## src/rtl/eeprom_word_ctrl.sv

```systemverilog
// Word-wide sequencer for four byte-lane EEPROM chips sharing address and strobes.
// Turns single-word read/write requests into timed CE/OE/WE sequences.
module eeprom_word_ctrl #(
  parameter int unsigned ADDR_W = 13,
  parameter int unsigned T_AS   = 1,
  parameter int unsigned T_ACC  = 4,
  parameter int unsigned T_WP   = 3,
  parameter int unsigned T_WC   = 16
) (
  input  logic              clk_i,
  input  logic              rst_ni,
  input  logic              req_valid_i,
  output logic              req_ready_o,
  input  logic              req_we_i,
  input  logic [ADDR_W-1:0] req_addr_i,
  input  logic [31:0]       req_wdata_i,
  output logic              rsp_valid_o,
  input  logic              rsp_ready_i,
  output logic [31:0]       rsp_rdata_o,
  output logic [ADDR_W-1:0] ee_a_o,
  output logic              ee_ce_n_o,
  output logic              ee_oe_n_o,
  output logic              ee_we_n_o,
  output logic              ee_io_oe_o,
  output logic [31:0]       ee_io_out_o,
  input  logic [31:0]       ee_io_in_i
);

  localparam int unsigned MaxRd = (T_AS > T_ACC) ? T_AS : T_ACC;
  localparam int unsigned MaxWr = (T_WP > T_WC) ? T_WP : T_WC;
  localparam int unsigned MaxT  = (MaxRd > MaxWr) ? MaxRd : MaxWr;
  localparam int unsigned CntW  = (MaxT > 1) ? $clog2(MaxT) : 1;

  // Counter holds remaining cycles minus one; a phase ends when it reads zero.
  localparam logic [CntW-1:0] LdAs  = CntW'(T_AS - 1);
  localparam logic [CntW-1:0] LdAcc = CntW'(T_ACC - 1);
  localparam logic [CntW-1:0] LdWp  = CntW'(T_WP - 1);
  localparam logic [CntW-1:0] LdWc  = CntW'(T_WC - 1);

  typedef enum logic [2:0] {
    StIdle, StSetup, StRdAcc, StWrPulse, StWrHold, StWrRec, StRsp
  } state_e;

  state_e            state_q, state_d;
  logic [CntW-1:0]   cnt_q, cnt_d;
  logic              we_q, we_d;
  logic [ADDR_W-1:0] addr_q, addr_d;
  logic [31:0]       wdata_q, wdata_d;
  logic [31:0]       rdata_q, rdata_d;
  logic              ce_n_q, ce_n_d;
  logic              oe_n_q, oe_n_d;
  logic              we_n_q, we_n_d;
  logic              io_oe_q, io_oe_d;
  logic              rsp_valid_q, rsp_valid_d;
  logic              req_ready_q, req_ready_d;
  logic              accept, load_rd, load_wr;

  always_comb begin
    state_d = state_q;
    cnt_d   = cnt_q;
    accept  = 1'b0;
    load_rd = 1'b0;
    load_wr = 1'b0;
    unique case (state_q)
      StIdle: begin
        if (req_valid_i && req_ready_q) begin
          accept  = 1'b1;
          state_d = StSetup;
          cnt_d   = LdAs;
        end
      end
      StSetup: begin
        if (cnt_q == '0) begin
          state_d = we_q ? StWrPulse : StRdAcc;
          cnt_d   = we_q ? LdWp : LdAcc;
        end else begin
          cnt_d = cnt_q - 1'b1;
        end
      end
      StRdAcc: begin
        if (cnt_q == '0) begin
          state_d = StRsp;
          load_rd = 1'b1;
        end else begin
          cnt_d = cnt_q - 1'b1;
        end
      end
      StWrPulse: begin
        if (cnt_q == '0) begin
          state_d = StWrHold;
          load_wr = 1'b1;
        end else begin
          cnt_d = cnt_q - 1'b1;
        end
      end
      StWrHold: begin
        state_d = StWrRec;
        cnt_d   = LdWc;
      end
      StWrRec: begin
        if (cnt_q == '0) begin
          state_d = StRsp;
        end else begin
          cnt_d = cnt_q - 1'b1;
        end
      end
      StRsp: begin
        if (rsp_valid_q && rsp_ready_i) begin
          state_d = StIdle;
        end
      end
      default: state_d = StIdle;
    endcase
  end

  always_comb begin
    we_d    = accept ? req_we_i    : we_q;
    addr_d  = accept ? req_addr_i  : addr_q;
    wdata_d = accept ? req_wdata_i : wdata_q;
    rdata_d = rdata_q;
    if (load_rd) begin
      rdata_d = ee_io_in_i;
    end else if (load_wr) begin
      rdata_d = wdata_q;
    end
    // Outputs are decoded from the next state so they are registered yet aligned with it.
    ce_n_d      = !(state_d inside {StSetup, StRdAcc, StWrPulse, StWrHold});
    oe_n_d      = (state_d != StRdAcc);
    we_n_d      = (state_d != StWrPulse);
    io_oe_d     = ((state_d == StSetup) && we_d) || (state_d == StWrPulse) ||
                  (state_d == StWrHold);
    rsp_valid_d = (state_d == StRsp);
    req_ready_d = (state_d == StIdle);
  end

  always_ff @(posedge clk_i or negedge rst_ni) begin
    if (!rst_ni) begin
      state_q     <= StIdle;
      cnt_q       <= '0;
      we_q        <= 1'b0;
      addr_q      <= '0;
      wdata_q     <= '0;
      rdata_q     <= '0;
      ce_n_q      <= 1'b1;
      oe_n_q      <= 1'b1;
      we_n_q      <= 1'b1;
      io_oe_q     <= 1'b0;
      rsp_valid_q <= 1'b0;
      req_ready_q <= 1'b0;
    end else begin
      state_q     <= state_d;
      cnt_q       <= cnt_d;
      we_q        <= we_d;
      addr_q      <= addr_d;
      wdata_q     <= wdata_d;
      rdata_q     <= rdata_d;
      ce_n_q      <= ce_n_d;
      oe_n_q      <= oe_n_d;
      we_n_q      <= we_n_d;
      io_oe_q     <= io_oe_d;
      rsp_valid_q <= rsp_valid_d;
      req_ready_q <= req_ready_d;
    end
  end

  assign req_ready_o = req_ready_q;
  assign rsp_valid_o = rsp_valid_q;
  assign rsp_rdata_o = rdata_q;
  assign ee_a_o      = addr_q;
  assign ee_ce_n_o   = ce_n_q;
  assign ee_oe_n_o   = oe_n_q;
  assign ee_we_n_o   = we_n_q;
  assign ee_io_oe_o  = io_oe_q;
  assign ee_io_out_o = wdata_q;

endmodule

```

## config.mk

```make
export PLATFORM = sky130hd
export DESIGN_NAME = eeprom_word_ctrl
export DESIGN_NICKNAME = d
export VERILOG_FILES = /design/src/rtl/eeprom_word_ctrl.sv
export SDC_FILE = /design/constraint.sdc
export NUM_CORES = 1
export LEC_CHECK = 0
export CORE_UTILIZATION = 46
export DETAILED_ROUTE_END_ITERATION = 8
export GPL_ROUTABILITY_DRIVEN = 0
export PLACE_DENSITY = 0.82
export SYNTH_ARGS = -nofsm -noshare
export SYNTH_HDL_FRONTEND = slang
export SYNTH_SLANG_ARGS = --single-unit
```

## constraint.sdc

```tcl
create_clock -name clk_i -period 5.82 [get_ports clk_i]
set_input_delay 1.164 -clock clk_i [delete_from_list [all_inputs] [get_ports clk_i]]
set_output_delay 1.164 -clock clk_i [all_outputs]
set_load 0.03 [all_outputs]
```

==> flow_summary.json, run 1 <==
{
  "drv_cap": 0,
  "clock_latency_ns": 0.36,
  "synth.distinct_cells": 41,
  "grt_pass1_vias": 3025,
  "dp_slack_ns": 2.46,
  "worstPathRequired_ns": 6.06,
  "grt_pass1_wl_mm": 14.8,
  "placed_cell_area_um2": 5640,
  "critPathMaxFanout": 23,
  "hold_buffers": 0,
  "rows": 33,
  "wl_mm": 9.37,
  "critPathMaxStageDelay_ns": 0.59,
  "grt_setup_unrepaired": "false",
  "setup_tns_ns": 0,
  "overflow": 0,
  "htreeDepth": 3,
  "syn_nets": 402,
  "portBuffers": 164,
  "die_h_um": 94.5,
  "die_area_um2": 8930,
  "arrival_ns": 3.20,
  "grt_max_degree": 65,
  "core_area_um2": 8260,
  "ys_seq_elements": 91,
  "fin_nets": 561,
  "crit_family": "buffers and inverters",
  "clock-root-buffer": "clkbuf_8",
  "end_kind": "register",
  "die_w_um": 94.5,
  "worstMarginPinSlew_ns": 1.06,
  "cts_tree": "done",
  "vdd_drop_max_mv": 0.358,
  "crit_path_cell_trace": "clkdlybuf4s50_1, nand2_1, nor2_4, buf_4, mux2_2",
  "ctsResizeCount": 0,
  "dr.pass1.iters": 4,
  "status": "finished clean",
  "route.detailed.drc": 0,
  "cpMaxStageDelayCell": "nor2_4",
  "cp_num_buf_inv": 2,
  "n_antenna_cell": 0,
  "dp_hpwl_mm": 6.69,
  "clock.fmax_mhz": 339,
  "drtIter0Drc": 57,
  "leakage_uw": 0.00257,
  "powerDensity_nw_per_um2": 609,
  "fin_util_pct": 70.6,
  "syn_area_per_cell_um2": 12.4,
  "syn_to_final_growth_pct": 48.2,
  "post_cts_buffers": 0,
  "vias_per_cell": 5.21,
  "relSlewSlack_pct": 29.0,
  "synth-seq-area-share_pct": 58.0,
  "drive_gt1_share_pct": 15.8,
  "syn-instance-count": 318,
  "grtUsageTotal_pct": 21.8,
  "synthesis.area_um2": 3930,
  "ant_nets": 0,
  "vias": 3061,
  "clk_pin_slew_ns": 0.09,
  "critical_path_class": "in -> reg",
  "slew_violations": 0,
  "design_area_um2": 5830,
  "initial_core_util_pct": 47.6,
  "fin_crit_ns": 2.95,
  "timing.final.ws_setup_ns": 2.87,
  "antenna_found_initial": 0,
  "io_pins": 165,
  "clk_path_buf_depth": 2,
  "hold_viol": 0,
  "finalSetupViolations": 0,
  "cts_sinks": 91,
  "cts_buffers": 9,
  "min_period_over_period_pct": 50.7,
  "drt-wirelength-per-cell_um": 16.0,
  "yosys_warnings": 0,
  "skew_ns": 0.0112,
  "hold_class": "reg -> reg",
  "worstSetupStartpointType": "primary input"
}
-- state kept, by name, summed over array words and instances, names as in the netlist --
| register | cells |
|---|---|
| ee_ce_n_o | 1 |
| we_q | 1 |
| rsp_valid_o | 1 |
| rsp_rdata_o | 32 |
| ee_oe_n_o | 1 |
| state_q | 3 |
| ee_we_n_o | 1 |
| ee_io_out_o | 32 |
| ee_a_o | 13 |
| cnt_q | 4 |
| req_ready_o | 1 |
| ee_io_oe_o | 1 |
-- final timing paths --
| path | slack, ns | to | from | cells past startpoint |
|---|---|---|---|---|
| hold / removal | 0.49 | rsp_rdata_o[19] | rsp_rdata_o[19] | 2 |
| max in group asynchronous | 4.00 | rsp_rdata_o[21] | rst_ni | 2 |
| setup / recovery | 2.87 | ee_io_out_o[16] | req_valid_i | 5 |
| min in group asynchronous | 0.80 | rsp_valid_o | rst_ni | 1 |
| hold reg to reg | 0.49 | rsp_rdata_o[19] | rsp_rdata_o[19] | 2 |
| setup reg to reg | 3.23 | ee_io_out_o[16] | state_q[2] | 4 |
-- layout make-up --
class / instances / area, um^2
fill: 613 / 2430
clock inverter: 6 / 65.1
inverter: 6 / 22.5
sequential: 91 / 2280
clock buffer: 10 / 128
tap: 105 / 131
multi-input combinational: 202 / 1540
timing repair buffer: 167 / 1660
-- worst register-to-register path, stage by stage (launching register included) --
cell and delay [ns]:
dfrtp_1 0.54, or3_1 0.55, nor2_4 0.58, buf_4 0.43
mux2_2 0.39
-- synthesized netlist by cell type, drive strengths merged --
cell	instances	area, um^2
or2	3	21.3
xnor2	2	17.5
or3b	1	8.76
a211oi	1	7.51
o2bb2ai	1	8.76
nand3	2	10.0
a21o	4	30.0
ha	2	25.0
o21ai	36	180
o21bai	1	7.51
nor2	5	26.3
dfstp	3	78.8
dfrtp	88	2200
nor4b	1	8.76
or4bb	1	11.3
nor3	5	25.0
mux2i	33	330
inv	6	22.5
a32o	2	20.0
nor3b	1	7.51
a221oi	1	8.76
o211ai	1	7.51
nand2	37	139
and4bb	2	25.0
nand3b	1	7.51
nand2b	4	25.0
a221o	2	20.0
o22ai	2	12.5
clkbuf	10	37.5
a21oi	1	5.00
buf	9	55.1
or3	1	6.26
a211o	1	10.0
mux2	45	507
nor4	1	6.26
a31oi	1	6.26
and2	1	6.26
-- logic make-up after synthesis --
logic type               count (synthesis)  share of synthesized area, %
buffers and inverters                   25                          2.93
AND/OR/NAND/NOR                         66                          8.49
XOR/XNOR                                 2                         0.445
adder cells (fa/ha/maj)                  2                         0.636
AO/OA/AOI/OAI                           54                          8.24
multiplexers                            78                          21.3
flip-flops                              91                          58.0
-- through the flow --
step	std cells	hold WS [ns]	power, uW
6_report	587	0.487	3550
5_1_grt	587	0.511	3760
4_1_cts	587	0.489	3580
3_5_place_dp	571	0.469	3150
3_3_place_gp	571	0.461	3090
2_1_floorplan	318	0.486	2350
-- power breakdown --
part           leakage, uW  switching (uW)  internal (uW)  total (uW)
clock network    0.0000966             221            200         420
registers          0.00112             224            952        1180
logic              0.00135            1060            895        1950
total              0.00257            1500           2050        3550
-- layout by cell type, fill, tap and decap left out, types with 2 or more instances in the layout --
| cell | instances |
|---|---|
| o22ai_1 | 2 |
| a221o_1 | 2 |
| clkdlybuf4s50_1 | 163 |
| a32o_1 | 2 |
| clkinv_2 | 2 |
| o21ai_0 | 36 |
| mux2i_1 | 33 |
| mux2_2 | 45 |
| nand2_1 | 37 |
| buf_4 | 4 |
| nand3_1 | 2 |
| nor2_1 | 4 |
| nor3_1 | 5 |
| inv_1 | 6 |
| dfrtp_1 | 87 |
| ha_1 | 2 |
| dfstp_2 | 3 |
| a21o_1 | 4 |
| xnor2_1 | 2 |
| or2_2 | 2 |
| nand2b_1 | 3 |
| clkbuf_8 | 9 |
-- routing by layer --
layer / vias to the layer above / track usage, % / wire (um)
li1: 1439 / - / -
met1: 1509 / 26.2 / 3820
met2: 99 / 37.5 / 4770
met3: 14 / 7.00 / 640
met4: 0 / 6.31 / 140
met5: - / 0 / 0
No activity file was read; power rests on OpenSTA's default activity.
==> run 2: changes to the inputs <==
Settings changed: CORE_UTILIZATION 46 to 43, PLACE_DENSITY 0.82 to 0.78.
Clock period 5.82 ns to 3 ns, I/O delays scaled along.
==> run 2 against run 1 <==
Net effect: the run now ends with design-rule violations left; utilization shrank 4.0 points; sequential cell count is the same; clock skew up 0.0049 ns; die area rose by 6.8%.
==> flow_summary.json, run 2 (synthesis gave the netlist of run 1 again) <==
{
  "slew_violations": 0,
  "dr.pass1.iters": 6,
  "met3_usage_pct": 5.54,
  "worstPathRequired_ns": 3.25,
  "drt-wirelength-per-cell_um": 15.6,
  "core_area_um2": 8810,
  "wl_mm": 9.24,
  "grt_pass1_vias": 3142,
  "ctsResizeCount": 0,
  "skew_ns": 0.0160,
  "cts_buffers": 9,
  "grtUsageTotal_pct": 20.6,
  "grt_max_degree": 53,
  "cpMaxStageDelayCell": "dfrtp_2",
  "ant_nets": 0,
  "io_pins": 165,
  "finalSetupViolations": 0,
  "use_met1_pct": 27.0,
  "htreeDepth": 3,
  "syn_to_final_growth_pct": 49.0,
  "clk_path_buf_depth": 2,
  "die_h_um": 97.6,
  "setup_tns_ns": 0,
  "clk_pin_slew_ns": 0.09,
  "drive_gt1_share_pct": 15.9,
  "dp_hpwl_mm": 6.77,
  "vdd_drop_max_mv": 0.545,
  "drv_cap": 0,
  "portBuffers": 164,
  "hold_buffers": 0,
  "leakage_uw": 0.00258,
  "vias": 3047,
  "status": "finished, violations left",
  "violations": "design-rule violations",
  "timing.final.ws_setup_ns": 0.779,
  "grt_setup_unrepaired": "false",
  "hold_class": "in -> async",
  "final_common_cell": "clkdlybuf4s50_1",
  "rows": 34,
  "fin_crit_ns": 2.22,
  "layout_common_cells": "clkdlybuf4s50_1 (163), dfrtp_1 (87), mux2_2 (45), nand2_1 (37), o21ai_0 (36)",
  "route.detailed.drc": 22,
  "cts_tree": "done",
  "grt_pass1_wl_mm": 15.5,
  "drtIter0Drc": 149,
  "arrival_ns": 2.47,
  "fin_nets": 564,
  "initial_core_util_pct": 44.7,
  "end_kind": "register",
  "die_w_um": 97.6,
  "clock-root-buffer": "clkbuf_8",
  "powerDensity_nw_per_um2": 1140,
  "n_antenna_cell": 0,
  "crit_path_cell_trace": "buf_4, or4bb_1, o21ai_0, a211oi_1, and2_1",
  "crit_family": "simple AND/OR/NAND/NOR gates",
  "critPathMaxFanout": 29,
  "worstMarginPinSlew_ns": 0.583,
  "min_period_over_period_pct": 74.0,
  "dp_slack_ns": 0.713,
  "critPathMaxStageDelay_ns": 0.59,
  "hold_viol": 0,
  "clock_latency_ns": 0.35,
  "n_fill_cell": 691,
  "regArea_um2": 2280,
  "grt_use_met2_pct": 32.7,
  "multi_input_area_um2": 1540,
  "worstSetupStartpointType": "register",
  "cp_num_buf_inv": 1,
  "vias_per_cell": 5.14,
  "relSlewSlack_pct": 61.0,
  "cts_sinks": 91,
  "post_cts_buffers": 0,
  "die_area_um2": 9530,
  "grt_busiest_layer": "met2",
  "overflow": 0,
  "critical_path_class": "reg -> reg",
  "antenna_found_initial": 0,
  "clock.fmax_mhz": 450
}
==> run 2: cell types whose count changed in the layout (fill, tap and decap cells not counted) <==
| cell | delta |
|---|---|
| buf_4 | +2 |
| clkbuf_1 | +2 |
| buf_12 | +1 |
| inv_6 | -1 |
| clkinv_2 | -1 |
==> run 2: worst paths after layout <==
path	slack [ns]	endpoint	start	depth (start not counted)
setup / recovery	0.78	req_ready_o	state_q[0]	5
hold / removal	0.21	rsp_rdata_o[4]	rst_ni	1
setup reg to reg	0.78	req_ready_o	state_q[0]	5
hold reg to reg	0.48	rsp_rdata_o[3]	rsp_rdata_o[3]	2
max in group asynchronous	2.09	ee_oe_n_o	rst_ni	2
min in group clk_i	0.48	rsp_rdata_o[3]	rsp_rdata_o[3]	2
==> run 2: through the flow <==
| step | cell area, um^2 | cells | hold WS, ns | utilization (%) | total power (uW) |
|---|---|---|---|---|---|
| after global placement | 5680 | 577 | 0.460 | 64.5 | 5860 |
| after global routing | 5860 | 593 | 0.234 | 66.6 | 7100 |
| final | 5860 | 593 | 0.212 | 66.6 | 6690 |
| after CTS | 5860 | 593 | 0.220 | 66.6 | 6760 |
| after detailed placement | 5680 | 577 | 0.469 | 64.5 | 5940 |
| after floorplan | 3930 | 318 | 0.304 | - | 4550 |
==> run 2: routing by layer <==
metal  share of wire [%]  vias up  wire length, um
met4                 1.5        0              136
met2                  50      118             4580
met1                  41     1472             3830
li1                    -     1446                -
met5                   0        -                0
met3                 7.5       11              689
==> run 2: final cells by class <==
cell class	count	share of cell area, %
flip-flops and latches	91	38.9
repair buffers	170	28.9
multi-input cells	202	26.3
clock buffers	12	2.30
well taps	108	2.30
clock inverters	4	0.875
inverters	6	0.384
==> run 2: power by group <==
group	total [uW]	switching (uW)	leakage (uW)	internal (uW)
clock	801	414	0.0000906	387
sequential	2260	442	0.00112	1820
combinational	3630	1940	0.00137	1680
==> run 2: worst reg2reg max path: stages, from the launching register on <==
cell      delay [ns]
dfrtp_2         0.59
buf_4           0.52
or4bb_1         0.54
o21ai_0         0.14
a211oi_1        0.15
and2_1          0.19
